`src/rtl/btn_cond_pkg.sv`:
```
// Shared types and default timing constants for the button conditioner.
package btn_cond_pkg;

    typedef enum logic [1:0] {
        IDLE       = 2'd0,
        PRESS_WAIT = 2'd1,
        HELD       = 2'd2,
        REL_WAIT   = 2'd3
    } btn_state_e;

    localparam int DEF_DEBOUNCE_CYCLES = 1000000;
    localparam int DEF_REPEAT_DELAY    = 50000000;
    localparam int DEF_REPEAT_PERIOD   = 10000000;

endpackage

```
`src/rtl/debounce_ch.sv`:
```
// One button channel: 2-FF sync, saturating stable counter, debounce FSM, registered level/strobe.
// Press/release accepted DEBOUNCE_CYCLES+1 clocks after first raw sample; BTN_AUTOREPEAT_EN adds repeat strobes.
module debounce_ch
    import btn_cond_pkg::*;
#(
    parameter int DEBOUNCE_CYCLES = DEF_DEBOUNCE_CYCLES,
    parameter int REPEAT_DELAY    = DEF_REPEAT_DELAY,
    parameter int REPEAT_PERIOD   = DEF_REPEAT_PERIOD
) (
    input  logic clk_i,
    input  logic rst_ni,
    input  logic btn_i,
    output logic level_o,
    output logic pulse_o
);

    localparam int CNT_W = $clog2(DEBOUNCE_CYCLES);
    localparam logic [CNT_W-1:0] CNT_LAST = CNT_W'(DEBOUNCE_CYCLES - 1);
    localparam logic [CNT_W-1:0] CNT_SAT  = {CNT_W{1'b1}};

    if (DEBOUNCE_CYCLES < 2 || REPEAT_DELAY < 1 || REPEAT_PERIOD < 1) begin : g_bad_param
        $error("debounce_ch: DEBOUNCE_CYCLES must be >= 2 and repeat timings >= 1");
    end

    logic [1:0]       sync_q;
    logic             in_s;
    btn_state_e       state_q, state_d;
    logic [CNT_W-1:0] cnt_q, cnt_d;
    logic             level_q, level_d;
    logic             pulse_q, pulse_d;
    logic             rep_fire;

    assign in_s = sync_q[1];

    always_comb begin
        state_d = state_q;
        cnt_d   = cnt_q;
        level_d = level_q;
        pulse_d = 1'b0;
        case (state_q)
            IDLE: begin
                if (in_s) begin
                    state_d = PRESS_WAIT;
                    cnt_d   = CNT_W'(1);
                end
            end
            PRESS_WAIT: begin
                if (!in_s) begin
                    state_d = IDLE;
                    cnt_d   = '0;
                end else if (cnt_q == CNT_LAST) begin
                    state_d = HELD;
                    level_d = 1'b1;
                    pulse_d = 1'b1;
                end else if (cnt_q != CNT_SAT) begin
                    cnt_d = cnt_q + CNT_W'(1);
                end
            end
            HELD: begin
                if (!in_s) begin
                    state_d = REL_WAIT;
                    cnt_d   = CNT_W'(1);
                end
            end
            REL_WAIT: begin
                // A return to 1 here is release bounce, not a new press.
                if (in_s) begin
                    state_d = HELD;
                end else if (cnt_q == CNT_LAST) begin
                    state_d = IDLE;
                    level_d = 1'b0;
                    cnt_d   = '0;
                end else if (cnt_q != CNT_SAT) begin
                    cnt_d = cnt_q + CNT_W'(1);
                end
            end
            default: begin
                state_d = IDLE;
                cnt_d   = '0;
                level_d = 1'b0;
            end
        endcase
    end

`ifdef BTN_AUTOREPEAT_EN
    localparam int REP_MAX = (REPEAT_DELAY > REPEAT_PERIOD) ? REPEAT_DELAY : REPEAT_PERIOD;
    localparam int REP_W   = $clog2(REP_MAX) + 1;

    logic [REP_W-1:0] rep_cnt_q, rep_cnt_d;
    logic             rep_arm_q, rep_arm_d;
    logic [REP_W-1:0] rep_limit;

    // Before the first repeat, wait REPEAT_DELAY; afterwards REPEAT_PERIOD.
    assign rep_limit = rep_arm_q ? REP_W'(REPEAT_PERIOD - 1) : REP_W'(REPEAT_DELAY - 1);

    always_comb begin
        rep_cnt_d = rep_cnt_q;
        rep_arm_d = rep_arm_q;
        rep_fire  = 1'b0;
        if (pulse_d) begin
            rep_cnt_d = '0;
            rep_arm_d = 1'b0;
        end else if (state_q == HELD && in_s) begin
            if (rep_cnt_q == rep_limit) begin
                rep_fire  = 1'b1;
                rep_cnt_d = '0;
                rep_arm_d = 1'b1;
            end else begin
                rep_cnt_d = rep_cnt_q + REP_W'(1);
            end
        end else if (state_d == IDLE) begin
            rep_cnt_d = '0;
            rep_arm_d = 1'b0;
        end
    end

    always_ff @(posedge clk_i) begin
        if (!rst_ni) begin
            rep_cnt_q <= '0;
            rep_arm_q <= 1'b0;
        end else begin
            rep_cnt_q <= rep_cnt_d;
            rep_arm_q <= rep_arm_d;
        end
    end
`else
    assign rep_fire = 1'b0;
`endif

    always_ff @(posedge clk_i) begin
        if (!rst_ni) begin
            sync_q  <= '0;
            state_q <= IDLE;
            cnt_q   <= '0;
            level_q <= 1'b0;
            pulse_q <= 1'b0;
        end else begin
            sync_q  <= {sync_q[0], btn_i};
            state_q <= state_d;
            cnt_q   <= cnt_d;
            level_q <= level_d;
            pulse_q <= pulse_d | rep_fire;
        end
    end

    assign level_o = level_q;
    assign pulse_o = pulse_q;

endmodule

```
`src/rtl/btn_conditioner.sv`:
```
// Board input conditioner: per-button debounce with one-cycle press strobe, 2-FF synced switches (2 clk).
// Button accept latency DEBOUNCE_CYCLES+1 after first raw sample; optional auto-repeat via BTN_AUTOREPEAT_EN.
module btn_conditioner
    import btn_cond_pkg::*;
#(
    parameter int N_BTN           = 3,
    parameter int SW_W            = 16,
    parameter int DEBOUNCE_CYCLES = DEF_DEBOUNCE_CYCLES,
    parameter int REPEAT_DELAY    = DEF_REPEAT_DELAY,
    parameter int REPEAT_PERIOD   = DEF_REPEAT_PERIOD
) (
    input  logic             clk,
    input  logic             rst_n,
    input  logic [N_BTN-1:0] btn,
    input  logic [SW_W-1:0]  SW,
    output logic [N_BTN-1:0] btn_level,
    output logic [N_BTN-1:0] btn_pulse,
    output logic [SW_W-1:0]  sw_sync
);

    logic [SW_W-1:0] sw_meta_q;
    logic [SW_W-1:0] sw_sync_q;

    for (genvar g = 0; g < N_BTN; g++) begin : g_ch
        debounce_ch #(
            .DEBOUNCE_CYCLES(DEBOUNCE_CYCLES),
            .REPEAT_DELAY   (REPEAT_DELAY),
            .REPEAT_PERIOD  (REPEAT_PERIOD)
        ) u_ch (
            .clk_i  (clk),
            .rst_ni (rst_n),
            .btn_i  (btn[g]),
            .level_o(btn_level[g]),
            .pulse_o(btn_pulse[g])
        );
    end

    // Switches are levels read by software-paced logic; sync only, no debounce.
    always_ff @(posedge clk) begin
        if (!rst_n) begin
            sw_meta_q <= '0;
            sw_sync_q <= '0;
        end else begin
            sw_meta_q <= SW;
            sw_sync_q <= sw_meta_q;
        end
    end

    assign sw_sync = sw_sync_q;

endmodule
```
`config.mk`:
```
export PLATFORM = sky130hd
export DESIGN_NAME = btn_conditioner
export DESIGN_NICKNAME = d
export VERILOG_FILES = /design/src/rtl/btn_cond_pkg.sv /design/src/rtl/debounce_ch.sv /design/src/rtl/btn_conditioner.sv
export SDC_FILE = /design/constraint.sdc
export NUM_CORES = 1
export LEC_CHECK = 0
export CORE_UTILIZATION = 30
export CTS_BUF_LIST = sky130_fd_sc_hd__clkbuf_4
export CTS_CLUSTER_DIAMETER = 150
export DETAILED_ROUTE_END_ITERATION = 10
export SETUP_SLACK_MARGIN = 0.1
export SYNTH_ARGS = -nofsm -noshare
export SYNTH_HDL_FRONTEND = slang
export SYNTH_SLANG_ARGS = --single-unit
export TNS_END_PERCENT = 100
```
`constraint.sdc`:
```
create_clock -name clk -period 4.31 [get_ports clk]
set_input_delay 0.862 -clock clk [delete_from_list [all_inputs] [get_ports clk]]
set_output_delay 0.862 -clock clk [all_outputs]
set_load 0.03 [all_outputs]
```
# After elaboration in Yosys (flattened, before gate mapping)
# Cells that the tools add are included.
# op_classes
n_eq_ne	42
n_mux	63
addsub	3
n_reduce_logical	18
# ops
op	count
two-way mux 20 bit	21
case mux 20 bit (4 select lines)	3
adder 20 x 1 -> 20 bit, second input constant	3
== test 20 bit, second input constant	3
!= test 20 bit, second input constant	3
two-way mux 2 bit	18
!= test 2 x 1 -> 1 bit, second input constant	12
case mux 2 bit (4 select lines)	3
AND reduction 4 bit	6
!= test 3 bit, second input constant	6
two-way mux 1 bit	15
AND reduction 5 bit	3
== test 2 bit, second input constant	6
!= test 2 bit, second input constant	6
!= test 3 x 1 -> 1 bit, second input constant	3
AND reduction 3 bit	3
== test 2 x 1 -> 1 bit, second input constant	3
zero test 2 bit	3
case mux 1 bit (2 select lines)	3
nonzero test 2 bit	3
# totals
output_inout_bits	22
ff_bits	110
in_bits	21
wordCells	143

# Depth between registers and ports, before layout
# Gate-level depths: netlist (run 1).
# depth
ltp_word	5
mapped_depth	9
depth_no_buf	7

# Modules after synthesis
# Synthesis (run 1) repeated with hierarchy kept, for this count alone.
# hier_totals
cells_unflattened	592
hier_area_um2	5246.3
# modules_own_cells
module	n_inst	cells_per_inst	area_per_inst_um2	seq_area_each_um2
debounce_ch	3	175	1450.1	520.5
btn_conditioner	1	67	895.9	640.6

# Worst setup path before layout (run 1)
# No wires, ideal clock.
# synth_timing
path_type	reg-to-reg
start	register g_ch[0].u_ch.cnt_q[0]
end	register g_ch[0].u_ch.cnt_q[11]
period_less_slack_ps	2242
stages_incl_launch_ff	10
slack_ps	2068
setup_time_ps	70
required_ps	4240
t_arrival_ps	2172
path_buffers	2
cell_sequence	dfxtp_1 > ha_1 > nand3_1 > nor2_4 > and3_4 > buf_6 > or4_1 > buf_2 > or3_1 > a21oi_1
# synth_via
elab_chain_cells	5
word_cells_on_any_way	11
cone_classes	add/sub: 1; eq/ne: 3; mux: 6; reduce/logical: 1
# synth_lines
element	line	source
start, declared	debounce_ch.sv:28	logic [CNT_W-1:0] cnt_q, cnt_d;
start signal, assigned	debounce_ch.sv:140	cnt_q <= cnt_d;
adder 20 x 1 -> 20 bit / != test 20 bit (equally long branches)	n/a	
two-way mux 20 bit	debounce_ch.sv:55, debounce_ch.sv:73	
two-way mux 20 bit, on equally long branches	debounce_ch.sv:69, debounce_ch.sv:51	
two-way mux 20 bit, on equally long branches	debounce_ch.sv:67, debounce_ch.sv:48	
case mux 20 bit (4 select lines)	debounce_ch.sv:40	case (state_q)
# Several ways; a longest one is shown, not always the timed one. The select of a mux whose other input is x is not followed.
# A chain may end at the register's enable or synchronous reset.

==> results.md, run 1 <==
* Max-slew violation count at 0
* Nets at 635
* Switch share at 0.256
* Clock latency on the worst-skew pair at 500 ps
* Synth Register Bits at 110
* Worst-Margin Slew at 1100 ps
* Final Cycle Share at 0.647
* Filler instances at 1,678
* Int Power at 1.21 mW
* Clk pwr share at 0.274
* Cells after DPL at 816
* Grt total ovfl at 0
* Count of different cell masters after synthesis at 56
* DRC at 0
* Final setup fails at 0
* Vias in the first global route at 4,047
* Placed cell area at 5570 um2
* Clock period minus worst slack at 2790 ps
* Total CTS buffers at 9
* Hold buffer count at cts at 0
* Clk buf depth at 2
* Total iterations of the first detailed-routing run at 4
* Psw at 0.417 mW
* Buffers on Ports at 42
* Vias at 4,278
* Clk_skew at 31.6 ps
* Core footprint at 16,100 um2
* H-tree depth at 3
* Final ANT Viol Nets at 0
* Clock transition at path regs at 180 ps
* WL final at 10.7 mm
* Area contributors post-synth: dfxtp_1 (44%), and2_1 (5.6%), xor2_1 (4.7%), nor2_1 (4.2%), nand3_1 (3.8%)
* WL/cell at 12.9 um
* Count leader, synth: dfxtp_1
* Worst min path class: reg -> reg
* Syn_area_per_cell at 8.53 um2
* Ys async rst share at 0
* Critical path arrival at 3260 ps
* Startpoint types: primary input
* Critical path endpoint category: flip-flop
* Synthesis Warnings at 0
* Cell area after synthesis at 5030 um2
* Post-synth EDFFs at 0
* Worst Path Required at 4780 ps
* DIE HEIGHT at 132 um
* Initial core utilization at 0.312
* Peak VDD IR at 0.000119 V
* CP max FO at 16
* I/O pins at 43
* Global Route Usage Sum at 0.130
* DPL Wire Length at 7.54 mm
* RePlAce Congestion at 0.859
* Post-route cell area at 5670 um2
* Fmax at 0.359 GHz
* Post-synth top area cell: dfxtp_1
* Vias per inst at 5.15
* Worst setup margin at 1520 ps
* Critical path class: in -> reg
* Pre-CTS setup slack at 975 ps
* Syn Nets at 614
* Status: complete, no violations
* Layout cells sized above 1 at 0.0440
* Max Cap Violations at 0
* Layout area overhead at 12.8%
* Die X-Extent at 132 um
* Final cell count without fillers at 831
* Multi-input logic area at 2610 um2
* Detailed Route Iter0 Violations at 231
* Setup TNS Final at 0 ps
* Mapped Cells at 590
* Max_slew headroom at 0.262
* Largest net degree at the start of global routing at 51
* Commonest register cell after synthesis: dfxtp_1
* RSZ-0062 raised after global routing: false
* First-pass GRT wire length at 18.6 mm
* Commonest cells post-synth: dfxtp_1 (110), nor2_1 (56), nand2_1 (50)
* Initial antenna violation count at 1
* Pwr dens at 287 nW/um2
* Clk sink count at 110
* Die area at 17,300 um2
* Comb pwr share at 0.077
* Setup Buffers After CTS at 0
* Synth top area share at 0.438
* CTS tree: built
* Post-CTS Resized at 0
* FF/Latch Area at 2200 um2
* Share of total power in sequential cells at 0.649
* Pleak at 1.88 nW
* Cell Rows at 46
* Root Buffer: clkbuf_4
* Hold Fails Final Rpt at 0
* Register area share after synthesis at 0.438
-- per-stage QoR --
stage	hold WS [ps]	power [mW]	utilization
2_1_floorplan	412	1.15	-
3_3_place_gp	413	1.20	0.345
3_5_place_dp	420	1.20	0.345
4_1_cts	440	1.65	0.352
5_1_grt	451	1.70	0.352
6_report	442	1.63	0.352
-- state kept, by name, indices dropped and copies added (netlist names), named ones only --
name,cells
g_ch.u_ch.cnt_q,60
g_ch.u_ch.level_o,3
g_ch.u_ch.pulse_o,3
g_ch.u_ch.state_q,3
g_ch.u_ch.sync_q,6
sw_meta_q,16
sw_sync,16
-- cells by family after synthesis --
| logic type | synth area share |
|---|---|
| and+or+nand+nor | 0.320 |
| xor gates and xnor gates | 0.0574 |
| buffers and inverters | 0.0435 |
| DFF | 0.438 |
| AOI/OAI and AO/OA | 0.134 |
| adders and majority gates | 0.00746 |
-- cell usage in the layout (no fill, tap or decap), types with 2 or more instances in the layout --
master / count
a41o_1: 2
a211oi_1: 5
nor3b_1: 4
o21ai_1: 2
a21oi_1: 26
a41oi_1: 7
o31ai_1: 4
a22oi_1: 2
or3_1: 8
and4_1: 11
o211ai_1: 5
o21a_1: 3
clkdlybuf4s50_1: 42
inv_1: 9
nor4_1: 9
a31oi_1: 8
nand3_1: 38
and2_1: 45
buf_4: 4
clkinvlp_4: 2
nor4b_1: 4
xnor2_1: 6
nand2b_1: 3
nor3_1: 12
xor2_1: 27
nand2_1: 50
nor2_1: 56
and3_4: 3
nor2b_1: 3
dfxtp_1: 110
and3_1: 11
ha_1: 3
clkbuf_4: 9
nand4_1: 20
or4_1: 7
o21ai_0: 31
-- cell type report --
| class | count | share of cell area |
|---|---|---|
| multi-input cells | 435 | 0.460 |
| flip-flops and latches | 110 | 0.388 |
| repair buffers | 46 | 0.0794 |
| well taps | 216 | 0.0476 |
| clock buffers | 9 | 0.0119 |
| clock inverters | 5 | 0.00639 |
| inverters | 9 | 0.00595 |
| diodes | 1 | 0.000441 |
-- per-layer routing --
| layer | global-route usage | wire length, um | vias up |
|---|---|---|---|
| li1 | - | - | 2147 |
| met1 | 0.165 | 5210 | 2033 |
| met2 | 0.207 | 4920 | 83 |
| met3 | 0.0282 | 408 | 15 |
| met4 | 0.0678 | 184 | 0 |
| met5 | 0 | 0 | - |
-- power by group through the flow --
stage / registers [mW] / clock network [mW] / logic, mW
final: 1.06 / 0.445 / 0.126
after global routing: 1.06 / 0.507 / 0.138
after CTS: 1.06 / 0.471 / 0.127
after detailed placement: 1.08 / 0 / 0.127
after global placement: 1.08 / 0 / 0.124
after floorplan: 1.08 / 0 / 0.0722
-- worst max-delay path: stages --
cell and delay (ps):
clkdlybuf4s50_1 480, inv_1 50, buf_4 190, a2111oi_0 430, o21ai_1 520, or4_1 630, nand2_1 80
-- path summary, 6_finish.rpt --
kind,cells past startpoint,startpoint,endpoint,slack [ps]
max,7,rst_n,g_ch[0].u_ch.cnt_q[7],1520
min,1,sw_meta_q[2],sw_sync[2],440
max reg2reg,7,g_ch[1].u_ch.cnt_q[0],g_ch[1].u_ch.cnt_q[7],1620
min reg2reg,1,sw_meta_q[2],sw_sync[2],440
Note: power is estimated with default switching activity, not from simulation.
==> inputs of run 2 (changes only) <==
==> constraint.sdc (replaced) <==
create_clock -name clk -period 2.8 [get_ports clk]
set_input_delay 0.56 -clock clk [delete_from_list [all_inputs] [get_ports clk]]
set_output_delay 0.56 -clock clk [all_outputs]
set_load 0.03 [all_outputs]
==> run 2 against run 1 <==
  * Design area is 1.4% higher
  * First-iteration DRC count rose by 19%
  * Sequential share of layout area decreased by 0.55 points
  * Register-to-register slack got worse by 1300 ps
  * Core utilization grew 0.50 points
  * Critical endpoint is now g_ch[2].u_ch.cnt_q[8]
==> results.md, run 2 (same netlist as run 1, synthesis figures left out) <==
* Status: complete, no violations
* Core Util, Final at 0.357
* Fmax at 0.412 GHz
* Clk_skew at 22.7 ps
* Comb pwr share at 0.077
* Global Route Usage Sum at 0.131
* DIE HEIGHT at 132 um
* Pleak at 1.93 nW
* Filler instances at 1,668
* Max reg flops at 60
* Peak VDD IR at 0.000296 V
* Int Power at 1.89 mW
* Slowest stage cell, crit path: o21ai_1
* Multi-input logic area at 2610 um2
* Delay-heaviest family, CP: compound AO/OA/AOI/OAI gates
* Cell Rows at 46
* Worst path max stage delay at 820 ps
* Most frequent cells in the layout: dfxtp_1 (110), nor2_1 (56), nand2_1 (50), and2_1 (45), clkdlybuf4s50_1 (42)
* Clock transition at path regs at 170 ps
* I/O pins at 43
* Clk pwr share at 0.291
* WL final at 11.0 mm
* H-tree depth at 3
* First-pass GRT wire length at 18.6 mm
* DPL Wire Length at 7.82 mm
* CP bufs+invs at 0
* Max Cap Violations at 0
* Die area at 17,300 um2
* Final setup fails at 0
* Worst Path Required at 3160 ps
* Worst-Margin Slew at 1080 ps
* Final ANT Viol Nets at 0
* Initial core utilization at 0.312
* Vias per inst at 5.08
* Post-CTS Resized at 0
* Grt total ovfl at 0
* Total Power at 2.57 mW
* Nets at 643
* R2r setup slk at 370 ps
* Root Buffer: clkbuf_4
* Clock latency on the worst-skew pair at 490 ps
* Pwr dens at 447 nW/um2
* Critical path endpoint category: flip-flop
* CP max FO at 15
* Worst min path class: reg -> reg
* Buffers on Ports at 42
* Layout area overhead at 14.4%
* Critical path arrival at 2790 ps
* Clock period minus worst slack at 2430 ps
* WL/cell at 13.0 um
* Critical path class: reg -> reg
* Setup Buffers After CTS at 0
* DRC at 0
* Layout cells sized above 1 at 0.0593
* Vias in the first global route at 4,030
* Hold buffer count at cts at 0
* Share of total power in sequential cells at 0.632
* Psw at 0.686 mW
* Total iterations of the first detailed-routing run at 5
* RePlAce Congestion at 0.855
* Max_slew headroom at 0.276
* Vias at 4,270
* Switch share at 0.267
* Core footprint at 16,100 um2
* Largest net degree at the start of global routing at 51
* Hold Fails Final Rpt at 0
* Startpoint types: flip-flop
* Reg with most FFs: g_ch.u_ch.cnt_q
* Clk sink count at 110
* Clk buf depth at 2
* RSZ-0062 raised after global routing: false
* Max-slew violation count at 0
* Setup TNS Final at 0 ps
* CTS tree: built
* Most common cell after layout, fill and taps aside: dfxtp_1
* CP cell instances: nor4b_1 -> and4_1 -> a21boi_0 -> o21a_1 -> o21ai_1 -> nor2_1
* Total CTS buffers at 9
* FF/Latch Area at 2200 um2
* Detailed Route Iter0 Violations at 274
* Final Cycle Share at 0.868
* Die X-Extent at 132 um
* Initial antenna violation count at 1
## run 2: cell types whose count changed in the layout (fill, tap and decap cells not counted)
cell	before	now
inv_8	0	1
clkinvlp_4	2	1
buf_4	4	12
clkinv_4	1	3
## run 2: through the flow
step / hold slack, ps / area (um2) / instances / worst slack, ps
floorplan: 412 / 5030 / 590 / 558
global placement: 415 / 5630 / 824 / 207
detailed placement: 419 / 5630 / 824 / 227
CTS: 441 / 5750 / 840 / 342
global route: 448 / 5760 / 841 / 185
finish: 435 / 5760 / 841 / 370
## run 2: area by class of cell
class                      count  area share
antenna                        1    0.000435
sequential                   110       0.383
multi-input combinational    435       0.454
tap                          216      0.0470
timing repair buffer          54      0.0887
clock buffer                   9      0.0117
clock inverter                 7      0.0100
inverter                       9     0.00587
## run 2: power groups by stage
stage,clock [mW],combinational [mW],sequential [mW]
after floorplan,0,0.111,1.67
after global placement,0,0.196,1.66
after detailed placement,0,0.199,1.66
after CTS,0.784,0.200,1.63
after global routing,0.831,0.217,1.63
final,0.748,0.198,1.63
## run 2: final timing paths
kind	start	to	cells past startpoint
setup / recovery	g_ch[2].u_ch.cnt_q[12]	g_ch[2].u_ch.cnt_q[8]	6
hold / removal	sw_meta_q[3]	sw_sync[3]	1
setup reg to reg	g_ch[2].u_ch.cnt_q[12]	g_ch[2].u_ch.cnt_q[8]	6
hold reg to reg	sw_meta_q[3]	sw_sync[3]	1
## run 2: metal layers
layer	GRT usage	vias to the layer above	part of all wire
li1	-	2166	-
met1	0.163	2012	0.48
met2	0.212	77	0.46
met3	0.0266	15	0.038
met4	0.0652	0	0.014
met5	0	-	0
==> inputs of run 3 (changes only) <==
--- a/config.mk
+++ b/config.mk
@@ -7,7 +7,6 @@
 export LEC_CHECK = 0
 export CORE_UTILIZATION = 30
 export CTS_BUF_LIST = sky130_fd_sc_hd__clkbuf_4
-export CTS_CLUSTER_DIAMETER = 150
 export DETAILED_ROUTE_END_ITERATION = 10
 export SETUP_SLACK_MARGIN = 0.1
 export SYNTH_ARGS = -nofsm -noshare
==> results of run 3 <==
Same layout as run 2: the final DEF is identical, and so are final timing and power.
